### src/rtl/scariv_l1d_snoop_requester_pkg.sv
// ============================================================================
// Module  : scariv_l1d_snoop_requester_pkg
// Purpose : Shared types for the L1D snoop requester: the LSU s1 status
//           (as seen on the L1D snoop slave), the status returned to the
//           coherence agent, the requester FSM encoding and default widths.
// Ports   : none (package)
// Revision: 1.0 - initial release
// ============================================================================
`default_nettype none

package scariv_l1d_snoop_requester_pkg;

    // Default widths, matching riscv_pkg::PADDR_W / scariv_conf_pkg::DCACHE_DATA_W
    localparam int PADDR_W_DEF       = 56;
    localparam int DCACHE_DATA_W_DEF = 128;

    // L1D s1 response status, unchanged from the LSU
    typedef enum logic [1:0] {
        STATUS_NONE         = 2'd0,
        STATUS_HIT          = 2'd1,
        STATUS_MISS         = 2'd2,
        STATUS_L1D_CONFLICT = 2'd3
    } lsu_status_t;

    // Status reported back to the coherence agent
    typedef enum logic [1:0] {
        SNOOP_HIT        = 2'd0,
        SNOOP_MISS       = 2'd1,
        SNOOP_RETRY_FAIL = 2'd2,
        SNOOP_TIMEOUT    = 2'd3
    } snoop_resp_status_t;

    // Requester FSM
    typedef enum logic [2:0] {
        ST_IDLE    = 3'd0,
        ST_S0      = 3'd1,
        ST_S1      = 3'd2,
        ST_BACKOFF = 3'd3,
        ST_RESP    = 3'd4
    } snoop_req_state_t;

endpackage

`default_nettype wire

### src/rtl/scariv_l1d_snoop_requester.sv
// ============================================================================
// Module  : scariv_l1d_snoop_requester
// Purpose : Initiator of the LSU L1D snoop read port. Accepts one snoop
//           request at a time, issues an s0 read, collects the s1 status,
//           backs off and retries on L1D conflicts, times out if s1 never
//           answers, and returns status/data/be over a valid/ready channel.
// Ports   : i_clk, i_reset_n             - clock, async active-low reset
//           i_snoop_req_*                - request in (valid/ready, paddr)
//           o_l1d_req_s0_*               - L1D snoop s0 request
//           i_l1d_resp_s1_*              - L1D snoop s1 response
//           o_snoop_resp_* / i_..._ready - response out (valid/ready)
//           o_busy                       - FSM not idle
// Revision: 1.0 - initial release
// ============================================================================
`default_nettype none

module scariv_l1d_snoop_requester
    import scariv_l1d_snoop_requester_pkg::*;
#(
    parameter int PADDR_W    = PADDR_W_DEF,
    parameter int DATA_W     = DCACHE_DATA_W_DEF,
    parameter int RETRY_WAIT = 4,
    parameter int MAX_RETRY  = 8,
    parameter int S1_TIMEOUT = 15
) (
    input  logic                  i_clk,
    input  logic                  i_reset_n,

    input  logic                  i_snoop_req_valid,
    output logic                  o_snoop_req_ready,
    input  logic [PADDR_W-1:0]    i_snoop_req_paddr,

    output logic                  o_l1d_req_s0_valid,
    output logic [PADDR_W-1:0]    o_l1d_req_s0_paddr,

    input  logic                  i_l1d_resp_s1_valid,
    input  lsu_status_t           i_l1d_resp_s1_status,
    input  logic [DATA_W-1:0]     i_l1d_resp_s1_data,
    input  logic [DATA_W/8-1:0]   i_l1d_resp_s1_be,

    output logic                  o_snoop_resp_valid,
    input  logic                  i_snoop_resp_ready,
    output snoop_resp_status_t    o_snoop_resp_status,
    output logic [DATA_W-1:0]     o_snoop_resp_data,
    output logic [DATA_W/8-1:0]   o_snoop_resp_be,

    output logic                  o_busy
);

    localparam int BE_W    = DATA_W / 8;
    localparam int RETRY_W = $clog2(MAX_RETRY + 1);
    localparam int BO_W    = $clog2(RETRY_WAIT + 1);
    localparam int TO_W    = $clog2(S1_TIMEOUT + 1);

    localparam logic [RETRY_W-1:0] c_RETRY_LAST = RETRY_W'(MAX_RETRY - 1);
    localparam logic [BO_W-1:0]    c_BO_INIT    = BO_W'(RETRY_WAIT);
    localparam logic [BO_W-1:0]    c_BO_ONE     = BO_W'(1);
    localparam logic [TO_W-1:0]    c_TO_LAST    = TO_W'(S1_TIMEOUT - 1);

    snoop_req_state_t   r_state;
    snoop_req_state_t   w_state_nxt;

    logic [PADDR_W-1:0] r_paddr;
    logic [RETRY_W-1:0] r_retry_cnt;
    logic [BO_W-1:0]    r_backoff;
    logic [TO_W-1:0]    r_to_cnt;
    snoop_resp_status_t r_status;
    logic [DATA_W-1:0]  r_data;
    logic [BE_W-1:0]    r_be;

    // Decoded s1 events, only meaningful while in S1
    logic w_s1_conflict;
    logic w_retry_last;
    logic w_to_expire;

    assign w_s1_conflict = i_l1d_resp_s1_valid &&
                           (i_l1d_resp_s1_status == STATUS_L1D_CONFLICT);
    assign w_retry_last  = (r_retry_cnt == c_RETRY_LAST);
    assign w_to_expire   = !i_l1d_resp_s1_valid && (r_to_cnt == c_TO_LAST);

    // ------------------------------------------------------------------
    // State register
    // ------------------------------------------------------------------
    always_ff @(posedge i_clk or negedge i_reset_n) begin
        if (!i_reset_n) begin
            r_state <= ST_IDLE;
        end else begin
            r_state <= w_state_nxt;
        end
    end

    // ------------------------------------------------------------------
    // Next-state logic
    // ------------------------------------------------------------------
    always_comb begin
        w_state_nxt = r_state;
        case (r_state)
            ST_IDLE: begin
                if (i_snoop_req_valid) begin
                    w_state_nxt = ST_S0;
                end
            end
            ST_S0: begin
                w_state_nxt = ST_S1;
            end
            ST_S1: begin
                if (i_l1d_resp_s1_valid) begin
                    if (w_s1_conflict && !w_retry_last) begin
                        w_state_nxt = ST_BACKOFF;
                    end else begin
                        w_state_nxt = ST_RESP;
                    end
                end else if (w_to_expire) begin
                    w_state_nxt = ST_RESP;
                end
            end
            ST_BACKOFF: begin
                if (r_backoff == c_BO_ONE) begin
                    w_state_nxt = ST_S0;
                end
            end
            ST_RESP: begin
                if (i_snoop_resp_ready) begin
                    w_state_nxt = ST_IDLE;
                end
            end
            default: begin
                w_state_nxt = ST_IDLE;
            end
        endcase
    end

    // ------------------------------------------------------------------
    // Outputs (Moore, decoded from the state register)
    // ------------------------------------------------------------------
    always_comb begin
        o_snoop_req_ready  = 1'b0;
        o_l1d_req_s0_valid = 1'b0;
        o_snoop_resp_valid = 1'b0;
        o_busy             = 1'b1;
        case (r_state)
            ST_IDLE: begin
                o_snoop_req_ready = 1'b1;
                o_busy            = 1'b0;
            end
            ST_S0:   o_l1d_req_s0_valid = 1'b1;
            ST_RESP: o_snoop_resp_valid = 1'b1;
            default: begin
            end
        endcase
    end

    assign o_l1d_req_s0_paddr  = r_paddr;
    assign o_snoop_resp_status = r_status;
    assign o_snoop_resp_data   = r_data;
    assign o_snoop_resp_be     = r_be;

    // ------------------------------------------------------------------
    // Address latch, counters and response payload
    // ------------------------------------------------------------------
    always_ff @(posedge i_clk or negedge i_reset_n) begin
        if (!i_reset_n) begin
            r_paddr     <= '0;
            r_retry_cnt <= '0;
            r_backoff   <= '0;
            r_to_cnt    <= '0;
            r_status    <= SNOOP_HIT;
            r_data      <= '0;
            r_be        <= '0;
        end else begin
            case (r_state)
                ST_IDLE: begin
                    if (i_snoop_req_valid) begin
                        r_paddr     <= i_snoop_req_paddr;
                        r_retry_cnt <= '0;
                    end
                end
                ST_S0: begin
                    r_to_cnt <= '0;
                end
                ST_S1: begin
                    if (i_l1d_resp_s1_valid) begin
                        if (i_l1d_resp_s1_status == STATUS_HIT) begin
                            r_status <= SNOOP_HIT;
                            r_data   <= i_l1d_resp_s1_data;
                            r_be     <= i_l1d_resp_s1_be;
                        end else if (w_s1_conflict) begin
                            if (w_retry_last) begin
                                r_status <= SNOOP_RETRY_FAIL;
                                r_data   <= '0;
                                r_be     <= '0;
                            end else begin
                                r_retry_cnt <= r_retry_cnt + RETRY_W'(1);
                                r_backoff   <= c_BO_INIT;
                            end
                        end else begin
                            // NONE is reported as a miss
                            r_status <= SNOOP_MISS;
                            r_data   <= '0;
                            r_be     <= '0;
                        end
                    end else if (w_to_expire) begin
                        r_status <= SNOOP_TIMEOUT;
                        r_data   <= '0;
                        r_be     <= '0;
                    end else begin
                        r_to_cnt <= r_to_cnt + TO_W'(1);
                    end
                end
                ST_BACKOFF: begin
                    // Leaves BACKOFF when the count reaches 1, so it never wraps
                    r_backoff <= r_backoff - BO_W'(1);
                end
                default: begin
                end
            endcase
        end
    end

endmodule

`default_nettype wire

### config.mk
export PLATFORM = sky130hd
export DESIGN_NAME = scariv_l1d_snoop_requester
export DESIGN_NICKNAME = d
export VERILOG_FILES = /design/src/rtl/scariv_l1d_snoop_requester_pkg.sv /design/src/rtl/scariv_l1d_snoop_requester.sv
export SDC_FILE = /design/constraint.sdc
export NUM_CORES = 1
export LEC_CHECK = 0
export CORE_AREA = 4 4 159 161
export CTS_CLUSTER_SIZE = 30
export DETAILED_ROUTE_END_ITERATION = 6
export DIE_AREA = 0 0 163 165
export GPL_TIMING_DRIVEN = 1
export PLACE_DENSITY = 0.71
export SYNTH_ARGS = -nofsm -noshare
export SYNTH_HDL_FRONTEND = slang
export SYNTH_SLANG_ARGS = --single-unit
### constraint.sdc
create_clock -name i_clk -period 2.32 [get_ports i_clk]
set_input_delay 0.348 -clock i_clk [delete_from_list [all_inputs] [get_ports i_clk]]
set_output_delay 0.348 -clock i_clk [all_outputs]
set_load 0.05 [all_outputs]
==> results.md, run 1 <==
* Outcome: complete, no violations
* Worst reg2reg path endpoint: o_snoop_resp_data[46]
* R2r worst-path depth at 5
* Clock tree sinks at about 220
* Crit path launch: r_state[2]
* CTS tree: done
* Vias at roughly 7700
* Pin count of the biggest net entering global routing at approximately 150
* Worst Setup EP: o_busy
* Yosys Warn Count at 0
* Initial core utilization at 0.360
* Synth area leader: dfrtp_1
* Wire length per cell at ~16 um
* Final Max Slew Viols at 0
* H-Tree Depth at 1
* Syn Inst Count at ~960
* Clock-pin transition on the worst setup and hold timing paths at approximately 60 ps
* Main area contributors after synthesis: dfrtp_1 63%, nand2_1 20%, o21ai_0 4.8%, o21ai_1 4.0%, clkbuf_1 2.0%
* Post-place setup slack at between 100 and 150 ps
* Hold Fails Final Rpt at 0
* IO Pins at 413
* Synth-to-layout area growth at 61.5%
* Die Height at 165 um
* Unrepaired setup endpoints after global routing: false
* Clk buf depth at 3
* P_leak at 6.06 nW
* Final setup vio count at 0
* Max-cap violations at 0
* Setup Skew at about 9 ps
* Final setup TNS at 0 ps
* Initial DRC count at about 430
* IO buf count at a little over 400
* Net Count, Synth at between 1000 and 1500
* GRT overflow at 0
* Antenna violations before repair at 0
* Total CTS buffers at 24
* # diodes at 0
* Rel. slew slack at 0.589
* CP Launch Type: register
* Worst-path fanout max at 11
* CP required at roughly 2000 ps
* R2R Setup Slk at around 200 ps
* Total wire length at approximately 27 mm
* Post-synth EDFFs at 0
* Die footprint at roughly 27000 um2
* Post-CTS Setup Bufs at 0
* Worst Path Arrival at between 1500 and 2000 ps
* Syn Std Cell Area at between 8000 and 9000 um2
* Detailed Place HPWL at 19.9 mm
* Worst hold path type: primary input to async pin
* CP endpoint kind: primary output
* Post-synthesis sequential area ratio at 0.626
* Pwr dens at 1370 nW/um2
* Count of cell types in the netlist at 37
* Num rows at between 50 and 60
* DRC at 0
* Fin crit period at ~2200 ps
* First drt pass iteration count at 4
* Area share of the largest cell type after synthesis at 0.626
* Clk Latency, worst-skew pair at 500 ps
* Peak VDD IR at 0.737 mV
* F_max at roughly 0.45 GHz
* Least-Margin Pin Slew at approximately 600 ps
* Gpl congestion at about 0.82
* Post-synth top cells: 469 x nand2_1, 216 x dfrtp_1, 83 x o21ai_0
* Critical path class: register to primary output
* Layout cells sized above 1 at 0.0497
* Synthesized flop and latch total at approximately 220
* Core area at around 24000 um2
* Vias per Instance at 4.57
* NumNets Final at roughly 1600
* Fin crit share at 0.957
* First-pass GRT wire length at slightly above 40 mm
* Antenna viol nets, final at 0
* Avg Cell Area, Syn at roughly 9.0 um2
* Count leader, synth: nand2_1
* Launching point of the worst reg2reg path: r_state[2]
* FFs w/ async S/R, synth at 1.00
* Root buf cell: clkbuf_16
* Chip Width at ~160 um
* Vias in the first global route at 7915
* Worst Slack Setup Final at 100 ps
* Overall routing resource usage at 0.192
* Synth Flop Type: dfrtp_1
==> cell families (layout without fill, tap and decap cells) <==
family | count (synthesis) | in the layout | synth area share
xor gates and xnor gates | 2 | 2 | 0.00203
AOI/OAI and AO/OA | 165 | 165 | 0.0998
buffers and inverters | 70 | 481 | 0.0388
DFF | 216 | 216 | 0.626
and+or+nand+nor | 497 | 497 | 0.224
muxes | 2 | 2 | 0.00232
adders and majority gates | 5 | 5 | 0.00724
==> routing by layer <==
layer / vias to the layer above / global-route usage / wire, um
met4: 0 / 0.0572 / 719
met2: 301 / 0.334 / 13200
met3: 47 / 0.0751 / 2840
met5: - / 0 / 0
li1: 3842 / - / -
met1: 3547 / 0.218 / 10400
==> how the worst min path moves through the flow <==
stage	from	to	slack, ps	depth (start not counted)
after floorplan	i_reset_n	o_l1d_req_s0_paddr[0]	50	0
after global placement	i_reset_n	o_l1d_req_s0_paddr[20]	260	1
after detailed placement	i_reset_n	o_l1d_req_s0_paddr[20]	260	1
after CTS	i_reset_n	o_l1d_req_s0_paddr[45]	290	2
after global routing	i_reset_n	o_snoop_resp_data[88]	300	2
final	i_reset_n	o_snoop_resp_data[88]	300	2
==> repair_timing <==
action                     4_1_cts  5_1_grt
setup endpoints to repair        1        0
hold buffers                     1        0
resized for setup                1        0
hold endpoints to repair        24        0
==> power by group <==
| part | switching (mW) | internal [mW] |
|---|---|---|
| Sequential | 0.716 | 5.02 |
| Combinational | 6.47 | 3.05 |
| Clock | 1.51 | 2.31 |
==> final cells by class <==
class                   instances  area (um2)
multi-input cells             671        2910
well taps                     324         405
clock buffers                  33         696
inverters                       6        22.5
fillers                      2119       10000
flip-flops and latches        216        5410
repair buffers                433        4400
clock inverters                 9         101
==> sequential cells by signal, indices dropped and copies added (netlist names) <==
name                 cells
o_snoop_resp_be         16
o_snoop_resp_data      128
o_l1d_req_s0_paddr      56
r_state                  3
r_backoff                3
r_to_cnt                 4
o_snoop_resp_status      2
r_retry_cnt              4
==> cells in the final DEF, fill, tap and decap left out, types with 3 or more instances in the layout <==
| master | n |
|---|---|
| inv_1 | 6 |
| nand2_1 | 468 |
| dfrtp_1 | 216 |
| buf_4 | 13 |
| clkinv_2 | 5 |
| clkbuf_1 | 4 |
| clkbuf_16 | 25 |
| nand2b_1 | 3 |
| clkbuf_8 | 5 |
| ha_1 | 5 |
| clkdlybuf4s50_1 | 407 |
| o21ai_0 | 83 |
| nand3_1 | 6 |
| buf_12 | 10 |
| o21ai_1 | 69 |
| nor2_1 | 3 |
==> through the flow <==
step	instance area [um2]	util	std cells	total power, mW	hold slack, ps
CTS	13900	0.582	1692	19.3	286
finish	13900	0.582	1692	19.1	303
detailed placement	13100	0.548	1649	15.4	256
global route	13900	0.582	1692	20.1	297
floorplan	8650	-	957	11.8	52.4
global placement	13100	0.548	1649	15.3	256
==> worst max-delay path: stages (launching register included) <==
cell and delay [ps]:
dfrtp_1 480, nor3_2 380, inv_1 80, dlygate4sd2_1 430
No activity file was read; power rests on OpenSTA's default activity.
==> run 2: changes to the inputs <==
--- a/config.mk
+++ b/config.mk
@@ -10,6 +10,7 @@
 export DETAILED_ROUTE_END_ITERATION = 6
 export DIE_AREA = 0 0 163 165
 export GPL_TIMING_DRIVEN = 1
+export HOLD_SLACK_MARGIN = 0.1
 export PLACE_DENSITY = 0.71
 export SYNTH_ARGS = -nofsm -noshare
 export SYNTH_HDL_FRONTEND = slang
==> results of run 2 <==
Same layout as run 1: the final DEF is identical, and so are final timing and power.
